<file path="config.mk">
export PLATFORM = sky130hd
export DESIGN_NAME = pal_timing_generator
export DESIGN_NICKNAME = d
export VERILOG_FILES = /design/src/rtl/pal_timing_pkg.sv /design/src/rtl/pal_halfline_classifier.sv /design/src/rtl/pal_timing_generator.sv
export SDC_FILE = /design/constraint.sdc
export NUM_CORES = 1
export LEC_CHECK = 0
export ABC_CLOCK_PERIOD_IN_PS = 3500
export CAP_MARGIN = 20
export CORE_MARGIN = 2
export CORE_UTILIZATION = 60
export DETAILED_ROUTE_END_ITERATION = 8
export PLACE_DENSITY = 0.9
export REMOVE_ABC_BUFFERS = 1
export SLEW_MARGIN = 20
export SYNTH_ARGS = -nofsm -noshare
export SYNTH_HDL_FRONTEND = slang
export SYNTH_HIERARCHICAL = 1
export SYNTH_SLANG_ARGS = --single-unit
</file>
<file path="constraint.sdc">
create_clock -name phaseClock -period 3.5 [get_ports phaseClock]
set_input_delay 1.05 -clock phaseClock [delete_from_list [all_inputs] [get_ports phaseClock]]
set_output_delay 1.05 -clock phaseClock [all_outputs]
set_load 0.01 [all_outputs]
</file>
<file path="src/rtl/pal_timing_pkg.sv">
// Shared constants and types for the PAL 625-line interlaced raster timing source.
// Half-line indices run 0..1249 across a frame; line numbers run 1..625.
package pal_timing_pkg;

   localparam int unsigned DEFAULT_LINE_CLOCKS  = 4540;
   localparam int unsigned DEFAULT_HSYNC_CLOCKS = 333;
   localparam int unsigned DEFAULT_EQ_CLOCKS    = 167;
   localparam int unsigned DEFAULT_BROAD_CLOCKS = 1937;
   localparam int unsigned DEFAULT_BURST_START  = 397;
   localparam int unsigned DEFAULT_BURST_CLOCKS = 160;
   localparam int unsigned DEFAULT_ACTIVE_START = 745;
   localparam int unsigned DEFAULT_ACTIVE_END   = 4423;

   // Half-line boundaries: broad 0..4, post-eq 5..9, pre-eq 620..624,
   // broad 625..629, post-eq 630..634, pre-eq 1245..1249.
   localparam logic [10:0] HALF_LINES  = 11'd1250;
   localparam logic [10:0] H_POST_EQ_1 = 11'd5;
   localparam logic [10:0] H_NORMAL_1  = 11'd10;
   localparam logic [10:0] H_PRE_EQ_1  = 11'd620;
   localparam logic [10:0] H_BROAD_2   = 11'd625;
   localparam logic [10:0] H_POST_EQ_2 = 11'd630;
   localparam logic [10:0] H_NORMAL_2  = 11'd635;
   localparam logic [10:0] H_PRE_EQ_2  = 11'd1245;

   localparam logic [9:0] BURST_FIRST_1  = 10'd6;
   localparam logic [9:0] BURST_LAST_1   = 10'd310;
   localparam logic [9:0] BURST_FIRST_2  = 10'd319;
   localparam logic [9:0] BURST_LAST_2   = 10'd622;
   localparam logic [9:0] ACTIVE_FIRST_1 = 10'd23;
   localparam logic [9:0] ACTIVE_LAST_1  = 10'd310;
   localparam logic [9:0] ACTIVE_FIRST_2 = 10'd336;
   localparam logic [9:0] ACTIVE_LAST_2  = 10'd622;

   typedef enum logic [1:0] {
      NORMAL  = 2'd0,
      PRE_EQ  = 2'd1,
      BROAD   = 2'd2,
      POST_EQ = 2'd3
   } halfLineClass_t;

endpackage

</file>
<file path="src/rtl/pal_halfline_classifier.sv">
// Combinational decode of a half-line index into its sync class and
// whether its frame line carries colour burst and active video.
module pal_halfline_classifier
   import pal_timing_pkg::*;
(
   input  logic [10:0]    halfLine,
   output halfLineClass_t lineClass,
   output logic           burstLine,
   output logic           activeLine
);

   logic [9:0] lineNum;

   always_comb begin
      lineNum   = halfLine[10:1] + 10'd1;
      lineClass = NORMAL;
      if ((halfLine >= H_PRE_EQ_1 && halfLine < H_BROAD_2) || halfLine >= H_PRE_EQ_2)
         lineClass = PRE_EQ;
      else if (halfLine < H_POST_EQ_1 || (halfLine >= H_BROAD_2 && halfLine < H_POST_EQ_2))
         lineClass = BROAD;
      else if (halfLine < H_NORMAL_1 || (halfLine >= H_POST_EQ_2 && halfLine < H_NORMAL_2))
         lineClass = POST_EQ;

      burstLine  = (lineNum >= BURST_FIRST_1 && lineNum <= BURST_LAST_1) ||
                   (lineNum >= BURST_FIRST_2 && lineNum <= BURST_LAST_2);
      activeLine = (lineNum >= ACTIVE_FIRST_1 && lineNum <= ACTIVE_LAST_1) ||
                   (lineNum >= ACTIVE_FIRST_2 && lineNum <= ACTIVE_LAST_2);
   end

endmodule

</file>
<file path="src/rtl/pal_timing_generator.sv">
// Free-running PAL interlaced raster timing source clocked at 16 x fsc.
// All outputs are registered together, one clock behind the counter state.
module pal_timing_generator
   import pal_timing_pkg::*;
#(
   parameter int unsigned LINE_CLOCKS  = DEFAULT_LINE_CLOCKS,
   parameter int unsigned HSYNC_CLOCKS = DEFAULT_HSYNC_CLOCKS,
   parameter int unsigned EQ_CLOCKS    = DEFAULT_EQ_CLOCKS,
   parameter int unsigned BROAD_CLOCKS = DEFAULT_BROAD_CLOCKS,
   parameter int unsigned BURST_START  = DEFAULT_BURST_START,
   parameter int unsigned BURST_CLOCKS = DEFAULT_BURST_CLOCKS,
   parameter int unsigned ACTIVE_START = DEFAULT_ACTIVE_START,
   parameter int unsigned ACTIVE_END   = DEFAULT_ACTIVE_END
)(
   input  logic        phaseClock,
   input  logic        resetN,
   output logic [3:0]  subcarrierPhase,
   output logic        blank,
   output logic        sync,
   output logic        burst,
   output logic        oddFrame,
   output logic        oddLine,
   output logic [9:0]  lineNumber,
   output logic [12:0] hPos
);

   localparam logic [12:0] LINE_LAST   = 13'(LINE_CLOCKS - 1);
   localparam logic [12:0] HALF_CLOCKS = 13'(LINE_CLOCKS / 2);
   localparam logic [12:0] HSYNC_W     = 13'(HSYNC_CLOCKS);
   localparam logic [12:0] EQ_W        = 13'(EQ_CLOCKS);
   localparam logic [12:0] BROAD_W     = 13'(BROAD_CLOCKS);
   localparam logic [12:0] BURST_FROM  = 13'(BURST_START);
   localparam logic [12:0] BURST_TO    = 13'(BURST_START + BURST_CLOCKS);
   localparam logic [12:0] ACTIVE_FROM = 13'(ACTIVE_START);
   localparam logic [12:0] ACTIVE_TO   = 13'(ACTIVE_END);
   localparam logic [10:0] H_LAST      = HALF_LINES - 11'd1;

   logic [12:0]    hCount, hCountNext;
   logic [10:0]    halfLine, halfLineNext;
   logic [1:0]     fieldCount, fieldCountNext;
   logic [3:0]     phase;
   logic [12:0]    halfPos;
   logic           syncNow, burstNow, blankNow;
   halfLineClass_t lineClass;
   logic           burstLine, activeLine;

   pal_halfline_classifier classifier (
      .halfLine   (halfLine),
      .lineClass  (lineClass),
      .burstLine  (burstLine),
      .activeLine (activeLine)
   );

   // The half-line index advances as hCount enters either half of a line.
   always_comb begin
      hCountNext     = (hCount == LINE_LAST) ? 13'd0 : hCount + 13'd1;
      halfLineNext   = halfLine;
      fieldCountNext = fieldCount;
      if (hCountNext == 13'd0 || hCountNext == HALF_CLOCKS) begin
         halfLineNext = (halfLine == H_LAST) ? 11'd0 : halfLine + 11'd1;
         if (halfLineNext == 11'd0 || halfLineNext == H_BROAD_2)
            fieldCountNext = fieldCount + 2'd1;
      end
   end

   always_comb begin
      halfPos = (hCount >= HALF_CLOCKS) ? hCount - HALF_CLOCKS : hCount;
      case (lineClass)
         PRE_EQ, POST_EQ: syncNow = halfPos < EQ_W;
         BROAD:           syncNow = halfPos < BROAD_W;
         default:         syncNow = !halfLine[0] && halfPos < HSYNC_W;
      endcase
      burstNow = burstLine && hCount >= BURST_FROM && hCount < BURST_TO;
      blankNow = !(activeLine && hCount >= ACTIVE_FROM && hCount < ACTIVE_TO);
   end

   // NOTE: counters and output registers share one reset so a mid-frame reset
   // drops every output at once and timing restarts cleanly at half-line 0.
   always_ff @(posedge phaseClock or negedge resetN) begin
      if (!resetN) begin
         hCount          <= '0;
         halfLine        <= '0;
         fieldCount      <= '0;
         phase           <= '0;
         subcarrierPhase <= '0;
         blank           <= 1'b1;
         sync            <= 1'b0;
         burst           <= 1'b0;
         oddFrame        <= 1'b1;
         oddLine         <= 1'b1;
         lineNumber      <= 10'd1;
         hPos            <= '0;
      end else begin
         hCount          <= hCountNext;
         halfLine        <= halfLineNext;
         fieldCount      <= fieldCountNext;
         phase           <= phase + 4'd1;
         subcarrierPhase <= phase;
         blank           <= blankNow;
         sync            <= syncNow;
         burst           <= burstNow;
         oddFrame        <= ~fieldCount[1];
         oddLine         <= ~halfLine[2];
         lineNumber      <= halfLine[10:1] + 10'd1;
         hPos            <= hCount;
      end
   end

endmodule
</file>
== After elaboration in Yosys (flattened, before gate mapping) ==
Cells that the tools add are included.
Storage, ports and cells
  word-level logic and storage cells: 82
  input port bits: 2
  output and inout bits: 32
  flip-flop bits (word level): 62
Operators by class
  muxes and demuxes: 7
  magnitude comparators: 23
  $add $sub $neg: 6
  bitwise operators: 2
  eq/ne operators: 7
  reductions and logical operators: 25
Operator list (number)
  $ge 11x10->1 const B: 3
  $lt 11x10->1 const B: 3
  $mux 13: 2
  $ge 10x9->1 const B: 2
  $add 13x1->13 const B: 1
  $eq 13x12->1 const B: 1
  $eq 13x13->1 const B: 1
  $ge 13x10->1 const B: 1
  $ge 13x12->1 const B: 1
  $ge 13x9->1 const B: 1
  $logic_not 13->1: 1
  $lt 13x10->1 const B: 1
  $lt 13x11->1 const B: 1
  $lt 13x13->1 const B: 1
  $lt 13x8->1 const B: 1
  $lt 13x9->1 const B: 1
  $sub 13x12->13 const B: 1
  $logic_and 1x1->1: 12
  $add 11x1->11 const B: 1
  $eq 11x10->1 const B: 1
  $eq 11x11->1 const B: 1
  $ge 11x11->1 const B: 1
  $logic_not 11->1: 1
  $lt 11x3->1 const B: 1
  other kinds (18): 29

== Depth between registers and ports, before layout ==
Gate-level depths: netlist of run 1.
  depth after elaboration: 9
  mapped depth: 12
  mapped depth without buffers: 10

== Cells and area by module ==
Netlist of run 1, hierarchy kept.
Modules (own cells, without submodules)
  pal_timing_generator: seq. area each 1556.5 µm², instances 1, cells an instance 402, area each 3679.8 µm²
  pal_halfline_classifier: seq. area each 0.0 µm², instances 1, cells an instance 147, area each 994.7 µm²

== Worst setup path after synthesis of run 1 ==
OpenSTA, ideal clock, no wires.
  path kind: register to register
  from: register hCount[0]
  to: register sync
  stages on the path, launching flop included: 11
  clock period less this slack: 2547 ps
  buffers on the path: 1
  data arrival time: 2420 ps
  slack: 953 ps
  data required time: 3374 ps
  library setup time: 126 ps
  cells stage by stage: dfrtp_1 > clkbuf_1 > inv_1 > ha_1 > a21oi_1 > nor4bb_1 > nor3_1 > xnor2_1 > o221ai_1 > a32o_1 > a311o_1
Between the ends
  cells in the longest elaborated chain, start to end: 5
  elaborated cells between the ends (all ways): 8
  classes of those cells: add/sub: 1; order compare: 4; mux: 2; reduce/logical: 1
RTL lines
  start, declared: line pal_timing_generator.sv:38  | logic [12:0] hCount, hCountNext;
  start signal, assigned: line pal_timing_generator.sv:94  | hCount <= hCountNext;
  $sub 13x12->13 / $ge 13x12->1 (equally long branches): line pal_timing_generator.sv:67  | halfPos = (hCount >= HALF_CLOCKS) ? hCount - HALF_CLOCKS : hCount;
  $mux 13 (*): line pal_timing_generator.sv:67
  $lt 13x9->1: line pal_timing_generator.sv:71  | default: syncNow = !halfLine[0] && halfPos < HSYNC_W;
  $logic_and 1x1->1: line pal_timing_generator.sv:71
  $pmux 1 s2 (*): line pal_timing_generator.sv:68  | case (lineClass)
  named net syncNow: line pal_timing_generator.sv:43  | logic syncNow, burstNow, blankNow;
  end signal, assigned: line pal_timing_generator.sv:100  | sync <= syncNow;
  end, declared: line pal_timing_generator.sv:19  | output logic sync,
Mark *: on every way through the listed nets, which the timed path passes. The rest lies on a longest branch.
A chain may end at the register's enable or synchronous reset.

== Worst setup path after layout of run 1 ==
  from: register halfLine[1]
  to: register fieldCount[0]
Between the ends
  cells in the longest elaborated chain, start to end: 5
  elaborated cells between the ends (all ways): 7
  classes of those cells: add/sub: 1; eq/ne: 2; mux: 1; reduce/logical: 3
RTL lines
  start, declared: line pal_timing_generator.sv:39  | logic [10:0] halfLine, halfLineNext;
  start signal, assigned: line pal_timing_generator.sv:95  | halfLine <= halfLineNext;
  $add 11x1->11 / $eq 11x11->1 (equally long branches): line pal_timing_generator.sv:60  | halfLineNext = (halfLine == H_LAST) ? 11'd0 : halfLine + 11'd1;
  $mux 11 (*): line pal_timing_generator.sv:60
  $eq 11x10->1 / $logic_not 11->1 (equally long branches): line pal_timing_generator.sv:61  | if (halfLineNext == 11'd0 || halfLineNext == H_BROAD_2)
  $logic_or 1x1->1 (*): line pal_timing_generator.sv:61
  $reduce_and 2->1 (no line) (*)
  end signal, assigned: line pal_timing_generator.sv:96  | fieldCount <= fieldCountNext;
  end, declared: line pal_timing_generator.sv:40  | logic [1:0] fieldCount, fieldCountNext;
Mark *: on every way between the ends. The rest lies on a longest branch, timed or not.

==> results of run 1 <==
## layout by cell type, fill, tap and decap left out, types with 17 or more instances in the layout
master	instances
a21oi_1	27
buf_4	21
clkdlybuf4s50_1	32
dfrtp_1	58
ha_1	17
inv_1	27
nand2_1	41
nand3_1	35
nor2_1	41
nor3_1	18
o21ai_0	25
xnor2_1	24
## synth_stat cells (4+ instances only)
master    instances  area [sq um]
inv_1            27           101
clkbuf_1         32           120
a21oi_1          27           135
mux2i_1           7          70.1
o22ai_1           8          50.1
xor2_1           11          96.3
nor3_1           18          90.1
nand4_1          11          68.8
clkbuf_8          5          68.8
o211ai_1          6          45.0
dfstp_2           4           105
xnor2_1          24           210
or3_1             5          31.3
o21a_1            4          30.0
nor2b_1           4          25.0
o21ai_0          25           125
nand2_1          41           154
buf_6             4          45.0
a21o_1            4          30.0
and3_1            7          43.8
o31ai_1           9          67.6
a31oi_1          10          62.6
ha_1             17           213
nand2b_1          7          43.8
buf_2             5          25.0
dfrtp_1          58          1450
a211oi_1          5          37.5
and2_1            4          25.0
nand3_1          35           175
nor4_1            7          43.8
nor2_1           41           154
## routing by layer
metal	routed length, um	track usage, %	up-vias
met4	408	10.1	0
met1	4780	36.6	2100
met2	6080	51.2	261
met3	985	6.66	60
li1	-	-	2032
met5	0	0	-
## sequential cells by signal (all words and copies together) (netlist names)
register and cells:
blank 1, burst 1, fieldCount 2, hCount 13, hPos 13, halfLine 11
lineNumber 10, oddFrame 1, oddLine 1, phase 4, subcarrierPhase 4, sync 1
## layout make-up
| type | instances | area (sq um) |
|---|---|---|
| Fill cell | 598 | 2460 |
| Clock inverter | 7 | 56.3 |
| Timing Repair Buffer | 54 | 483 |
| Inverter | 28 | 105 |
| Tap cell | 102 | 128 |
| Sequential cell | 62 | 1560 |
| Multi-Input combinational cell | 410 | 2740 |
| Clock buffer | 9 | 124 |
## worst max-delay path by stage
stage                           start       endpoint  slack, ns
after floorplan             hCount[2]    halfLine[2]       0.28
after global placement      hCount[1]    halfLine[6]       0.39
after detailed placement    hCount[1]    halfLine[5]       0.23
after CTS                   hCount[1]    halfLine[5]       0.19
after global routing        hCount[1]    halfLine[2]      0.005
final                     halfLine[1]  fieldCount[0]       0.17
## cells by family after synthesis
logic type                 count (synthesis)  synth area share (%)
and+or+nand+nor                          211                  24.6
AOI/OAI and AO/OA                        138                  20.9
buffers and inverters                     77                  8.19
DFF                                       62                  33.3
xor gates and xnor gates                  35                  6.56
adders and majority gates                 17                  4.55
muxes                                      9                  1.98
## where the power goes
group | switching [W] | total, W | internal (W)
Combinational | 0.0000133 | 0.0000144 | 0.00000111
Sequential | 0 | 0.000716 | 0.000716
Clock | 0.000320 | 0.000584 | 0.000264
Total | 0.000333 | 0.00131 | 0.000982
## metrics by stage
| step | hold slack (ns) | setup WS, ns | area [sq um] |
|---|---|---|---|
| 2_1_floorplan | 0.358 | 0.279 | 4400 |
| 3_3_place_gp | 0.375 | 0.392 | 5010 |
| 3_5_place_dp | 0.385 | 0.229 | 5010 |
| 4_1_cts | 0.396 | 0.193 | 5190 |
| 5_1_grt | 0.419 | 0.00548 | 5190 |
| 6_report | 0.393 | 0.175 | 5190 |
==> summary.txt, run 1 <==
Synth Register Bits -> 62
Cells along the critical path -> ha_1 -> nand3_1 -> nor3_1 -> and3_1 -> mux2i_1 -> o41ai_1 -> nor4bb_1 -> xor2_1
Total GRT Usage -> 29.7%
Number of remaining DRC errors -> 0
Crit Path Category -> reg2reg
Post-synth ARST share -> 100%
IO buf count -> 33
CP max stage cell -> dfrtp_1
CTS hold repair buffers -> 0
Fin crit period -> 3.33 ns
Routed WL per cell -> 18.2 um
CP Launch Type -> register
First-iteration detailed-routing DRC count -> 478
Number of setup buffers added after CTS -> 0
Final HPWL DP -> 8510 um
Clock root buffer -> clkbuf_8
Die width -> 92.3 um
Max FO, Critical Path -> 16
Final cell count without fillers -> 672
Synth Cell Area -> 4670 sq um
Cells on worst reg2reg path -> 8
Power, Total -> 0.00131 W
Pwr per Cell Area -> 253 nW/um^2
IR drop worst, VDD -> 0.000237 V
H-tree depth -> 3
Critical Path RT -> 3.79 ns
Worst-Margin Slew -> 0.768 ns
Clock Pin Slew Worst Setup and Hold Paths -> 0.08 ns
Worst Hold End -> oddFrame
Data arrival, critical path -> 3.61 ns
Final hold viol count -> 0
Vias -> 4453
Worst R2R Start -> halfLine[1]
CTS tree -> built
Die height -> 92.3 um
Endpoints failing setup -> 0
Largest net degree at the start of global routing -> 63
Post-layout util -> 67.9%
Flop2flop setup slack -> 0.17 ns
Final wirelength -> 12300 um
First-pass GRT wire length -> 20300 um
Max-Cap Viols -> 0
RSZ-0062 raised after global routing -> false
Share of cells above drive strength 1 -> 11.9%
Post-DR vias/cell -> 6.63
CORE AREA -> 7650 sq um
WP buf/inv -> 0
Ys Warns -> 6
LEAKAGE -> 2.06 nW
Final setup TNS -> 0 ns
Final nets -> 584
Critical Path Max Stage Delay -> 0.69 ns
1st-pass router iterations -> 5
Post-synthesis cell count -> 549
Post-cts sizing count -> 0
Slew HR -> 48.8%
Sequential element share of the synthesized area -> 33.3%
I/O pin count -> 34
Antenna Nets Post-Route -> 0
Diodes inserted -> 0
Clk_skew -> 0.00900 ns
Die area -> 8510 sq um
Vias in the first global route -> 4231
Worst R2R End -> fieldCount[0]
Hold_sp -> fieldCount[1]
Initial antenna violation count -> 0
Max-slew violations -> 0
Routability congestion estimate from global placement -> 0.984
Yosys cell types -> 87
Tcrit/Tclk final -> 95.0%
# clock sinks -> 62
Mean Syn Cell Area -> 8.51 sq um
Synth Flop Type -> dfrtp_1
Dpl cells -> 656
Post-synth EDFFs -> 0
Initial core utilization -> 61.1%
Maximum achievable frequency -> 0.301 GHz
Hold Path Class -> reg2reg
CP delay by family, top -> simple AND/OR/NAND/NOR gates
Critical path depth -> 8
Num CTS Buffers -> 9
Clock latency on the worst-skew pair -> 0.36 ns
Status -> complete, no violations
Hold path depth -> 1
Longest Clk Path Bufs -> 2
Rows -> 32
Remaining Overflow, GRT -> 0
Area Growth Syn to Fin -> 11.0%
CP Capture Type -> register
Power figures use the tool's default switching activity.
==> run 2: changes to the inputs <==
- DONT_BUFFER_PORTS: not set -> 1
- PLACE_DENSITY: 0.9 -> 0.85
- SLEW_MARGIN: 20 -> 40
==> summary.txt, run 2 (synthesis results as in run 1) <==
Fin crit period -> 3.19 ns (was 3.33 ns)
Final HPWL DP -> 7950 um (was 8510 um)
Worst R2R Start -> hCount[1] (was halfLine[1])
Routability congestion estimate from global placement -> 0.953 (was 0.984)
Die width -> 92.3 um (unchanged)
Met1 Resource Use GR -> 36.8% (was 36.6%)
Data arrival, critical path -> 3.41 ns (was 3.61 ns)
Post-route setup slack -> 0.306 ns (was 0.175 ns)
Pwr per Cell Area -> 273 nW/um^2 (was 253 nW/um^2)
CP delay by family, top -> simple AND/OR/NAND/NOR gates (unchanged)
GRT busiest layer -> met2 (unchanged)
Cells along the critical path -> ha_1 -> nand3_1 -> nor4_1 -> xnor2_1 -> o211ai_1 -> o31a_1 -> or2_0 -> o32ai_1 (was ha_1 -> nand3_1 -> nor3_1 -> and3_1 -> mux2i_1 -> o41ai_1 -> nor4bb_1 -> xor2_1)
Critical Path RT -> 3.71 ns (was 3.79 ns)
Met2 Use GR -> 48.1% (was 51.2%)
Max-Cap Viols -> 0 (unchanged)
# clock sinks -> 62 (unchanged)
CP max stage cell -> dfrtp_1 (unchanged)
CTS hold repair buffers -> 0 (unchanged)
Fin area -> 4890 sq um (was 5190 sq um)
First-iteration detailed-routing DRC count -> 506 (was 478)
Routed WL per cell -> 18.2 um (about the same)
Status -> complete, no violations (unchanged)
Hold Path Class -> in2async (was reg2reg)
Total GRT Usage -> 28.6% (was 29.7%)
Num CTS Buffers -> 9 (unchanged)
Met3 usage -> 5.67% (was 6.66%)
Share of cells above drive strength 1 -> 12.6% (was 11.9%)
Post-layout util -> 64.0% (was 67.9%)
Final wirelength -> 11700 um (was 12300 um)
Critical Path Max Stage Delay -> 0.59 ns (was 0.69 ns)
Critical path depth -> 8 (unchanged)
Worst-Margin Slew -> 0.610 ns (was 0.768 ns)
Rows -> 32 (unchanged)
1st-pass router iterations -> 5 (unchanged)
Most frequent cells in the layout -> dfrtp_1, nand2_1, nor2_1 (unchanged)
Diodes inserted -> 0 (unchanged)
IO buf count -> 0 (was 33)
Internal power -> 0.00105 W (was 0.000982 W)
Crit path from -> hCount[1] (was halfLine[1])
Flop2flop setup slack -> 0.31 ns (was 0.17 ns)
Initial core utilization -> 61.1% (unchanged)
Psw -> 0.000292 W (was 0.000333 W)
Initial antenna violation count -> 0 (unchanged)
Final hold viol count -> 0 (unchanged)
Tcrit/Tclk final -> 91.3% (was 95.0%)
Crit Path Category -> reg2reg (unchanged)
CTS tree -> built (unchanged)
Clk pwr share -> 46.4% (was 44.4%)
I/O pin count -> 34 (unchanged)
CORE AREA -> 7650 sq um (unchanged)
Top Registers -> hCount (13), hPos (13), halfLine (11) (unchanged)
RSZ-0062 raised after global routing -> false (unchanged)
Clock root buffer -> clkbuf_8 (unchanged)
CP Launch Type -> register (unchanged)
Post-DR vias/cell -> 6.63 (about the same)
Number of remaining DRC errors -> 0 (unchanged)
WP buf/inv -> 0 (unchanged)
Slew HR -> 59.3% (was 48.8%)
Final nets -> 552 (was 584)
Clock latency on the worst-skew pair -> 0.35 ns (was 0.36 ns)
Endpoints failing setup -> 0 (unchanged)
Number of setup buffers added after CTS -> 0 (unchanged)
IR drop worst, VDD -> 0.000302 V (was 0.000237 V)
Cells on worst reg2reg path -> 8 (unchanged)
Vias in the first global route -> 4018 (was 4231)
Post-cts sizing count -> 0 (unchanged)
Clock Pin Slew Worst Setup and Hold Paths -> 0.08 ns (about the same)
Remaining Overflow, GRT -> 0 (unchanged)
DP Worst Slack -> 0.444 ns (was 0.229 ns)
Clk_skew -> 0.0150 ns (was 0.00900 ns)
Maximum achievable frequency -> 0.313 GHz (was 0.301 GHz)
Die area -> 8510 sq um (unchanged)
CP Capture Type -> register (unchanged)
Largest net degree at the start of global routing -> 63 (unchanged)
Final setup TNS -> 0 ns (unchanged)
Logic pwr share -> 0% (was 1.1%)
Seq pwr share -> 53.6% (was 54.5%)
LEAKAGE -> 1.95 nW (was 2.06 nW)
Antenna Nets Post-Route -> 0 (unchanged)
Die height -> 92.3 um (unchanged)
Longest Clk Path Bufs -> 2 (unchanged)
Power, Total -> 0.00134 W (was 0.00131 W)
Max-slew violations -> 0 (unchanged)
First-pass GRT wire length -> 19700 um (was 20300 um)
Cell Area, Placed -> 4690 sq um (was 5010 sq um)
H-tree depth -> 3 (unchanged)
Commonest non-fill, non-tap cell in the layout -> dfrtp_1 (unchanged)
Vias -> 4246 (was 4453)
Max FO, Critical Path -> 15 (was 16)
Sw Share -> 21.8% (was 25.3%)
Area Growth Syn to Fin -> 4.66% (was 11.0%)
Worst R2R End -> halfLine[2] (was fieldCount[0])
[run 2: cell types whose count changed in the layout (fill, tap and decap cells not counted), sizes merged]
cell and delta:
inv -2, clkdlybuf4s50 -32, clkinvlp -1, bufinv +1, clkinv +2
[run 2: routing by layer]
layer,routed length (um),vias up
met5,0,-
met4,366,0
met3,868,39
met2,5600,226
met1,4820,2029
li1,-,1952
[run 2: through the flow]
stage / cells / hold WS (ns)
6_report: 640 / 0.389
5_1_grt: 640 / 0.372
4_1_cts: 640 / 0.379
3_5_place_dp: 624 / 0.394
3_3_place_gp: 624 / 0.376
2_1_floorplan: 500 / 0.358
[run 2: worst max path at each step]
stage	end	slack, ns
after global placement	halfLine[6]	0.53
after CTS	halfLine[9]	0.37
final	halfLine[2]	0.31
after detailed placement	halfLine[2]	0.44
after global routing	halfLine[2]	0.01
after floorplan	halfLine[2]	0.28
[run 2: worst register-to-register path, delay by kind of cell (launching register included)]
family | cells | cell delay [ns]
adder cells (fa/ha/maj) | 1 | 0.43
XOR/XNOR | 1 | 0.16
flip-flops | 1 | 0.59
AO/OA/AOI/OAI | 3 | 0.82
AND/OR/NAND/NOR | 3 | 1.06
[run 2: area by class of cell]
class	count	area [sq um]
clock buffer	9	124
clock inverter	7	72.6
fill	608	2760
inverter	28	105
multi-input combinational	410	2740
sequential	62	1560
tap	102	128
timing repair buffer	22	165
[run 2: power by group through the flow]
stage,clock (W),combinational [W],sequential (W)
after floorplan,0,0.000000000923,0.000730
final,0.000621,0.00000000104,0.000717
after detailed placement,0,0.00000000104,0.000730
after CTS,0.000632,0.00000000104,0.000716
after global routing,0.000665,0.00000000104,0.000716
after global placement,0,0.00000000104,0.000730
==> run 3: changes to the inputs <==
--- a/config.mk
+++ b/config.mk
@@ -8,8 +8,7 @@
 export ABC_CLOCK_PERIOD_IN_PS = 3500
-export CAP_MARGIN = 20
 export CORE_MARGIN = 2
-export CORE_UTILIZATION = 60
+export CORE_UTILIZATION = 25
 export DETAILED_ROUTE_END_ITERATION = 8
 export DONT_BUFFER_PORTS = 1
-export PLACE_DENSITY = 0.85
+export PLACE_DENSITY = 0.47
 export REMOVE_ABC_BUFFERS = 1
--- a/constraint.sdc
+++ b/constraint.sdc
@@ -3,2 +3,2 @@
 set_output_delay 1.05 -clock phaseClock [all_outputs]
-set_load 0.01 [all_outputs]
+set_load 0.1 [all_outputs]
==> summary.txt, run 3 (synthesis results as in run 1) <==
Status -> complete, no violations (unchanged)
CP Launch Type -> register (unchanged)
Clock Pin Slew Worst Setup and Hold Paths -> 0.05 ns (was 0.08 ns)
H-tree depth -> 3 (unchanged)
Maximum achievable frequency -> 0.318 GHz (was 0.313 GHz)
Diodes inserted -> 0 (unchanged)
Critical Path RT -> 3.70 ns (was 3.71 ns)
Initial antenna violation count -> 0 (unchanged)
Slew HR -> 41.0% (was 59.3%)
Power, Total -> 0.00171 W (was 0.00134 W)
Cell Area, Placed -> 4890 sq um (was 4690 sq um)
Worst R2R Start -> hCount[1] (unchanged)
Most frequent cells in the layout -> dfrtp_1, nand2_1, nor2_1 (unchanged)
CP Capture Type -> register (unchanged)
Clock root buffer -> clkbuf_16 (was clkbuf_8)
Commonest non-fill, non-tap cell in the layout -> dfrtp_1 (unchanged)
RSZ-0062 raised after global routing -> false (unchanged)
Hold Path Class -> reg2reg (was in2async)
Endpoints failing setup -> 0 (unchanged)
Final hold viol count -> 0 (unchanged)
Post-DR vias/cell -> 5.32 (was 6.63)
Vias in the first global route -> 4093 (was 4018)
I/O pin count -> 34 (unchanged)
Clk_skew -> 0.00374 ns (was 0.0150 ns)
IO buf count -> 0 (unchanged)
Die height -> 141 um (was 92.3 um)
Total GRT Usage -> 13.6% (was 28.6%)
Area Growth Syn to Fin -> 11.9% (was 4.66%)
Final hold slack -> 0.376 ns (was 0.389 ns)
LEAKAGE -> 2.03 nW (was 1.95 nW)
CTS tree -> built (unchanged)
Routability congestion estimate from global placement -> 0.922 (was 0.953)
Die width -> 141 um (was 92.3 um)
Max FO, Critical Path -> 15 (unchanged)
Data arrival, critical path -> 3.34 ns (was 3.41 ns)
Post-cts sizing count -> 0 (unchanged)
CORE AREA -> 18500 sq um (was 7650 sq um)
First-iteration detailed-routing DRC count -> 386 (was 506)
Cells on worst reg2reg path -> 8 (unchanged)
Final HPWL DP -> 9510 um (was 7950 um)
Top Registers -> hCount (13), hPos (13), halfLine (11) (unchanged)
Remaining Overflow, GRT -> 0 (unchanged)
Hold path depth -> 1
Final wirelength -> 13300 um (was 11700 um)
Tcrit/Tclk final -> 89.8% (was 91.3%)
Number of remaining DRC errors -> 0 (unchanged)
Number of setup buffers added after CTS -> 0 (unchanged)
Num CTS Buffers -> 9 (unchanged)
Max-Cap Viols -> 0 (unchanged)
Final nets -> 556 (was 552)
Routed WL per cell -> 17.1 um (was 18.2 um)
Fin crit period -> 3.14 ns (was 3.19 ns)
Share of cells above drive strength 1 -> 14.0% (was 12.6%)
Crit path from -> hCount[1] (unchanged)
Final setup TNS -> 0 ns (unchanged)
1st-pass router iterations -> 5 (unchanged)
Initial core utilization -> 25.2% (was 61.1%)
# clock sinks -> 62 (unchanged)
First-pass GRT wire length -> 21900 um (was 19700 um)
Crit Path Category -> reg2reg (unchanged)
Max-slew violations -> 0 (unchanged)
IR drop worst, VDD -> 0.000229 V (was 0.000302 V)
Largest net degree at the start of global routing -> 63 (unchanged)
Fin area -> 5230 sq um (was 4890 sq um)
Die area -> 19800 sq um (was 8510 sq um)
Worst-Margin Slew -> 0.885 ns (was 0.610 ns)
Vias -> 4126 (was 4246)
Pwr per Cell Area -> 327 nW/um^2 (was 273 nW/um^2)
Antenna Nets Post-Route -> 0 (unchanged)
Longest Clk Path Bufs -> 2 (unchanged)
Rows -> 50 (was 32)
Clock latency on the worst-skew pair -> 0.33 ns (was 0.35 ns)
CTS hold repair buffers -> 0 (unchanged)
Hold_sp -> fieldCount[1]
[run 3: cell count changes in the layout (fill, tap and decap cells not counted), moves of 4 or more]
| cell | delta |
|---|---|
| buf_4 | +4 |
| clkbuf_8 | -7 |
| dfrtp_1 | -4 |
| dfrtp_2 | +4 |
| clkbuf_16 | +9 |
[run 3: worst max-delay path: stages, from the launching register on]
cell,delay [ns]
dfrtp_1,0.35
ha_1,0.43
nand3_1,0.40
nor4_1,0.45
xnor2_1,0.16
o211ai_1,0.10
o31a_1,0.53
or2_0,0.43
o32ai_1,0.16
[run 3: stage by stage]
stage,instances,worst slack (ns),utilization (%)
detailed placement,760,0.484,26.4
finish,776,0.357,28.2
floorplan,500,0.279,-
global route,776,0.116,28.2
CTS,776,0.460,28.2
global placement,760,0.523,26.4
[run 3: path summary, 6_finish.rpt]
path,slack (ns),end
max,0.36,halfLine[2]
min,0.38,oddFrame
min in group asynchronous,0.41,subcarrierPhase[3]
max in group asynchronous,2.89,lineNumber[0]
min reg2reg,0.38,oddFrame
max reg2reg,0.36,halfLine[2]
[run 3: where the power goes]
group / total, W / internal (W) / switching [W]
Sequential: 0.000717 / 0.000717 / 0
Combinational: 0.00000000106 / 0 / 0
Clock: 0.000995 / 0.000662 / 0.000333
Total: 0.00171 / 0.00138 / 0.000333
[run 3: cell type report]
| cell class | instances | area, sq um |
|---|---|---|
| clock inverters | 5 | 81.3 |
| flip-flops and latches | 62 | 1560 |
| multi-input cells | 410 | 2740 |
| repair buffers | 26 | 195 |
| well taps | 234 | 293 |
| clock buffers | 11 | 253 |
| fillers | 1993 | 13300 |
| inverters | 28 | 105 |
[run 3: routing by layer]
layer  global-route usage, %  wire [um]
met5                       0          0
met3                    3.29        700
met4                    3.74        204
met2                    22.1       6060
met1                    18.0       6320
